### config.mk
export PLATFORM = sky130hd
export DESIGN_NAME = load_store_unit
export DESIGN_NICKNAME = d
export VERILOG_FILES = /design/src/rtl/lsu_pkg.sv /design/src/rtl/lsu_lane_align.sv /design/src/rtl/load_store_unit.sv
export SDC_FILE = /design/constraint.sdc
export NUM_CORES = 1
export LEC_CHECK = 0
export CORE_ASPECT_RATIO = 0.8
export CORE_MARGIN = 4
export CORE_UTILIZATION = 55
export CTS_BUF_LIST = sky130_fd_sc_hd__clkbuf_4 sky130_fd_sc_hd__clkbuf_8
export CTS_CLUSTER_DIAMETER = 80
export DETAILED_ROUTE_END_ITERATION = 8
export PLACE_DENSITY = 0.95
export SLEW_MARGIN = 30
export SYNTH_ARGS = -nofsm -noshare
export SYNTH_HDL_FRONTEND = slang
export SYNTH_SLANG_ARGS = --single-unit
### constraint.sdc
create_clock -name clk -period 3.9 [get_ports clk]
set_input_delay 0.585 -clock clk [delete_from_list [all_inputs] [get_ports clk]]
set_output_delay 0.585 -clock clk [all_outputs]
set_load 0.01 [all_outputs]
### src/rtl/lsu_pkg.sv
// Shared types for the load/store unit: access sizes, FSM states,
// and small helpers for lane masks.
package lsu_pkg;

  localparam logic [1:0] SIZE_B = 2'd0;
  localparam logic [1:0] SIZE_H = 2'd1;
  localparam logic [1:0] SIZE_W = 2'd2;
  localparam logic [1:0] SIZE_D = 2'd3;

  localparam int LANE_BYTES = 8;

  localparam logic [2:0] ST_IDLE   = 3'd0;
  localparam logic [2:0] ST_LOAD   = 3'd1;
  localparam logic [2:0] ST_STORE  = 3'd2;
  localparam logic [2:0] ST_RMW_RD = 3'd3;
  localparam logic [2:0] ST_RMW_WR = 3'd4;
  localparam logic [2:0] ST_RESP   = 3'd5;

  typedef enum logic [2:0] {
    S_IDLE   = ST_IDLE,
    S_LOAD   = ST_LOAD,
    S_STORE  = ST_STORE,
    S_RMW_RD = ST_RMW_RD,
    S_RMW_WR = ST_RMW_WR,
    S_RESP   = ST_RESP
  } lsu_state_t;

  // Address bits that must be zero for a naturally aligned access.
  function automatic logic [2:0] low_mask(
    input logic [1:0] size
  );
    unique case (size)
      SIZE_B:  low_mask = 3'b000;
      SIZE_H:  low_mask = 3'b001;
      SIZE_W:  low_mask = 3'b011;
      default: low_mask = 3'b111;
    endcase
  endfunction

  // Byte-enable pattern of an access, before shifting to its lane.
  function automatic logic [7:0] byte_mask(
    input logic [1:0] size
  );
    unique case (size)
      SIZE_B:  byte_mask = 8'h01;
      SIZE_H:  byte_mask = 8'h03;
      SIZE_W:  byte_mask = 8'h0F;
      default: byte_mask = 8'hFF;
    endcase
  endfunction

endpackage

### src/rtl/lsu_lane_align.sv
// Lane extraction/extension for loads and byte merge for stores.
// Ports: word, lane, size, uns, wdata in; load_val, store_word out.
module lsu_lane_align
  import lsu_pkg::*;
#(
  parameter int XLEN = 64
) (
  input  logic [XLEN-1:0] word,
  input  logic [2:0]      lane,
  input  logic [1:0]      size,
  input  logic            uns,
  input  logic [XLEN-1:0] wdata,
  output logic [XLEN-1:0] load_val,
  output logic [XLEN-1:0] store_word
);

  logic [XLEN-1:0] sh;
  logic [XLEN-1:0] wsh;
  logic [7:0]      bm;

  always_comb begin
    sh  = word >> {lane, 3'b000};
    wsh = wdata << {lane, 3'b000};
    bm  = byte_mask(size) << lane;

    load_val = sh;
    unique case (size)
      SIZE_B: load_val =
        {{(XLEN-8){~uns & sh[7]}}, sh[7:0]};
      SIZE_H: load_val =
        {{(XLEN-16){~uns & sh[15]}}, sh[15:0]};
      SIZE_W: load_val =
        {{(XLEN-32){~uns & sh[31]}}, sh[31:0]};
      default: load_val = sh;
    endcase

    store_word = word;
    for (int i = 0; i < LANE_BYTES; i++) begin
      if (bm[i]) store_word[8*i +: 8] = wsh[8*i +: 8];
    end
  end

endmodule

### src/rtl/load_store_unit.sv
// Load/store unit: sized core requests to aligned 64-bit memory ops.
// Ports: core req/resp handshake, data_memory read/write interface.
module load_store_unit
  import lsu_pkg::*;
#(
  parameter int XLEN            = 64,
  parameter bit ERR_ON_MISALIGN = 1'b1
) (
  input  logic            clk,
  input  logic            rst_n,
  input  logic            req_valid,
  output logic            req_ready,
  input  logic            req_we,
  input  logic [1:0]      req_size,
  input  logic            req_unsigned,
  input  logic [XLEN-1:0] req_addr,
  input  logic [XLEN-1:0] req_wdata,
  output logic            resp_valid,
  output logic [XLEN-1:0] resp_rdata,
  output logic            resp_err,
  output logic            mem_read,
  output logic            mem_write,
  output logic [XLEN-1:0] mem_address,
  output logic [XLEN-1:0] mem_write_data,
  input  logic [XLEN-1:0] mem_read_data
);

  lsu_state_t      state_q;
  logic [1:0]      size_q;
  logic            uns_q;
  logic [XLEN-1:0] addr_q;
  logic [XLEN-1:0] wdata_q;
  logic [XLEN-1:0] word_q;
  logic [XLEN-1:0] rdata_q;
  logic            err_q;

  logic            mis;
  logic [2:0]      lmask;
  logic [XLEN-1:0] al_word;
  logic [XLEN-1:0] load_val;
  logic [XLEN-1:0] store_word;

  assign lmask = low_mask(req_size);
  assign mis   = ERR_ON_MISALIGN &&
                 (|(req_addr[2:0] & lmask));

  // Loads extract straight from memory; merges use the held word.
  assign al_word = (state_q == S_LOAD) ?
                   mem_read_data : word_q;

  lsu_lane_align #(.XLEN(XLEN)) u_align (
    .word       (al_word),
    .lane       (addr_q[2:0]),
    .size       (size_q),
    .uns        (uns_q),
    .wdata      (wdata_q),
    .load_val   (load_val),
    .store_word (store_word)
  );

  always_ff @(posedge clk or negedge rst_n) begin
    if (!rst_n) begin
      state_q <= S_IDLE;
      size_q  <= '0;
      uns_q   <= 1'b0;
      addr_q  <= '0;
      wdata_q <= '0;
      word_q  <= '0;
      rdata_q <= '0;
      err_q   <= 1'b0;
    end else begin
      unique case (state_q)
        S_IDLE: begin
          if (req_valid) begin
            size_q  <= req_size;
            uns_q   <= req_unsigned;
            addr_q  <= {req_addr[XLEN-1:3],
                        req_addr[2:0] & ~lmask};
            wdata_q <= req_wdata;
            rdata_q <= '0;
            err_q   <= mis;
            if (mis)
              state_q <= S_RESP;
            else if (!req_we)
              state_q <= S_LOAD;
            else if (req_size == SIZE_D)
              state_q <= S_STORE;
            else
              state_q <= S_RMW_RD;
          end
        end
        S_LOAD: begin
          rdata_q <= load_val;
          state_q <= S_RESP;
        end
        S_STORE:  state_q <= S_RESP;
        S_RMW_RD: begin
          word_q  <= mem_read_data;
          state_q <= S_RMW_WR;
        end
        S_RMW_WR: state_q <= S_RESP;
        S_RESP:   state_q <= S_IDLE;
        default:  state_q <= S_IDLE;
      endcase
    end
  end

  assign req_ready   = (state_q == S_IDLE);
  assign resp_valid  = (state_q == S_RESP);
  assign resp_rdata  = rdata_q;
  assign resp_err    = err_q;
  assign mem_read    = (state_q == S_LOAD) ||
                       (state_q == S_RMW_RD);
  assign mem_write   = (state_q == S_STORE) ||
                       (state_q == S_RMW_WR);
  assign mem_address = {addr_q[XLEN-1:3], 3'b000};

  always_comb begin
    mem_write_data = '0;
    if (state_q == S_STORE)
      mem_write_data = wdata_q;
    else if (state_q == S_RMW_WR)
      mem_write_data = store_word;
  end

endmodule

==> impl_metrics.json <==
{
  "cts-htree-levels": 2,
  "pre_cts_slack_ns": 0.567,
  "drcViolationCount": 0,
  "wl_met3_mm": 8.33,
  "cpMaxStageDelayCell": "mux2i_1",
  "wl_per_cell_um": 25.2,
  "drt_iter0_drc": 1922,
  "crit_arrival_ns": 3.27,
  "crit_family": "buffers and inverters",
  "dp_hpwl_mm": 45.8,
  "routed_wl_mm": 62.0,
  "powerDensity_nw_per_um2": 966,
  "via_count": 15600,
  "worst-path-buf-inv": 2,
  "power_mw": 20.2,
  "grt_pass1_wl_mm": 91.9,
  "io_pins": 396,
  "required_ns": 3.31,
  "rsz0062_at_grt": "true",
  "postLayoutCoreUtil_pct": 73.5,
  "seq_area_frac_synth_pct": 41.5,
  "cts_tree": "yes",
  "track_usage_pct": 37.5,
  "stdcell_area_um2": 20900,
  "period_needed_ns": 3.85,
  "cp_num_cells": 6,
  "regToRegSetupSlack_ns": 0.51,
  "clock-sinks": 263,
  "core-area_um2": 28400,
  "fp.dieH_um": 160,
  "critPathMaxStageDelay_ns": 0.52,
  "die_area_um2": 31600,
  "cap_violations": 0,
  "finalClockSkew_ns": 0.0262,
  "final_common_cell": "nand2_1",
  "placed_area_um2": 19800,
  "path_cells": "or3b_4 > buf_12 > mux2i_1 > mux2i_1 > a22o_1 > clkdlybuf4s50_1",
  "fin_cells": 2458,
  "top_layer": "met4",
  "path_class": "reg -> out",
  "reg2reg_to": "resp_rdata[12]",
  "syn_to_final_growth_pct": 31.5,
  "peakVddDrop_v": 0.000517,
  "fp.dieW_um": 198,
  "maxSlewViolCount": 0,
  "clock_latency_ns": 0.59,
  "syn_avg_cell_area_um2": 9.10,
  "wl_met2_mm": 27.4,
  "gr-total-overflow": 0,
  "critPathMaxFanout": 53,
  "placed_cells": 2373,
  "async_flop_share_pct": 100,
  "grt_pass1_vias": 15200,
  "grt_antenna_before_repair": 2,
  "tightest_slew_ns": 0.915,
  "slew_headroom_pct": 38.6,
  "layout.nets": 2256,
  "vias_per_cell": 6.33,
  "yosysUniqueCellTypes": 56,
  "syn_area_um2": 15900,
  "holdWs_ns": 0.473,
  "port_buffers": 392,
  "yosys_most_used_dff": "dfrtp_1",
  "detail-route-antenna-nets": 0,
  "worst_slack_ns": 0.0470,
  "crit_path_end": "mem_write_data[51]",
  "numCtsBuffers": 43,
  "fmax_mhz": 260,
  "setup_violations": 0,
  "synth_cells": 1743,
  "startpoint": "state_q[1]",
  "drive_gt1_share_pct": 15.3,
  "row_count": 55,
  "p_leak_nw": 9.52,
  "cts_buffer_depth": 3,
  "tns_ns": 0,
  "crit_path_frequent_cell": "mux2i_1",
  "synth-seq-cells": 263,
  "ff2ff_path_depth": 8,
  "critPathLaunchType": "flop",
  "outcome": "finished clean",
  "gp_congestion": 1.06,
  "fin_crit_sh_pct": 98.8,
  "hp-class": "reg -> reg",
  "yosysWarnings": 0,
  "clk_pin_slew_ns": 0.06,
  "grt_max_degree": 91,
  "synth_edf_count": 0,
  "endpoint_kind": "primary output",
  "initial_core_util_pct": 55.9,
  "r2r-start": "state_q[1]",
  "hold_violations": 0,
  "mostFrequentLayoutCells": "536 x nand2_1, 391 x clkdlybuf4s50_1, 260 x dfrtp_1",
  "drtPass1Iterations": 6,
  "met1Wirelength_mm": 23.3,
  "clock-root-buffer": "clkbuf_8"
}
final cells by class:
type	instances	area, um2
antenna	2	5.00
sequential	263	6590
timing repair buffer	463	4540
multi-input combinational	1282	8300
clock inverter	6	61.3
tap	370	463
inverter	4	17.5
fill	2038	7500
clock buffer	68	873
per-layer routing:
layer	GRT usage, %	vias up
met5	0	-
met1	50.4	7443
li1	-	6668
met4	15.0	0
met3	11.2	237
met2	57.2	1211
where the power goes:
part           switching (mW)  internal [mW]  total [mW]
Combinational            7.01           5.29        12.3
Clock                    1.15           1.48        2.64
Sequential               1.25           3.96        5.21
Total                    9.41           10.7        20.2
cell families after synthesis:
kind of cell / count (synthesis) / share of synthesized area [%]
other cells: 1 / 0.0236
flops: 263 / 41.5
buf+inv: 201 / 6.64
simple gates: 660 / 16.3
mux: 273 / 20.3
compound gates: 345 / 15.2
state kept, by name, indices dropped and copies added (netlist names):
name,flops
resp_rdata,64
addr_q,64
resp_err,1
word_q,64
size_q,2
wdata_q,64
state_q,3
uns_q,1
what timing repair did:
action	in CTS	in global routing
setup endpoints to repair	1	43
resized for setup	3	12
hold buffers	1	0
hold endpoints to repair	9	0
pin swaps	0	2
setup buffers	0	7
gates cloned	0	1
worst min-delay path, cell delays in order (launching register included):
cell	delay, ns
dfrtp_1	0.34
nand2_1	0.05
nand2_1	0.05
worst min path at each step:
stage               start         end  slack, ns  cells past startpoint
2_1_floorplan       rst_n   addr_q[0]       0.29                      0
3_3_place_gp   addr_q[57]  addr_q[57]       0.46                      2
3_5_place_dp   addr_q[31]  addr_q[31]       0.46                      2
4_1_cts        addr_q[31]  addr_q[31]       0.48                      2
5_1_grt        addr_q[33]  addr_q[33]       0.49                      2
6_report       addr_q[31]  addr_q[31]       0.47                      2
cells in the mapped netlist (9+ instances only):
cell type | n | area share [%]
a211oi_1 | 32 | 1.5
a21oi_1 | 74 | 2.3
a22o_1 | 29 | 1.6
a22oi_1 | 20 | 0.95
a31oi_1 | 16 | 0.63
buf_1 | 13 | 0.31
buf_2 | 10 | 0.32
buf_4 | 66 | 3.1
clkbuf_1 | 103 | 2.4
dfrtp_1 | 263 | 42
mux2_2 | 89 | 6.3
mux2i_1 | 154 | 9.7
mux4_2 | 29 | 4.1
nand2_1 | 539 | 13
nand3_1 | 12 | 0.38
nor2_1 | 75 | 1.8
nor2b_1 | 16 | 0.63
o211ai_1 | 12 | 0.57
o21ai_0 | 56 | 1.8
o21ai_2 | 30 | 1.7
o221ai_1 | 9 | 0.50
o22ai_1 | 9 | 0.36
Power figures use the tool's default switching activity.
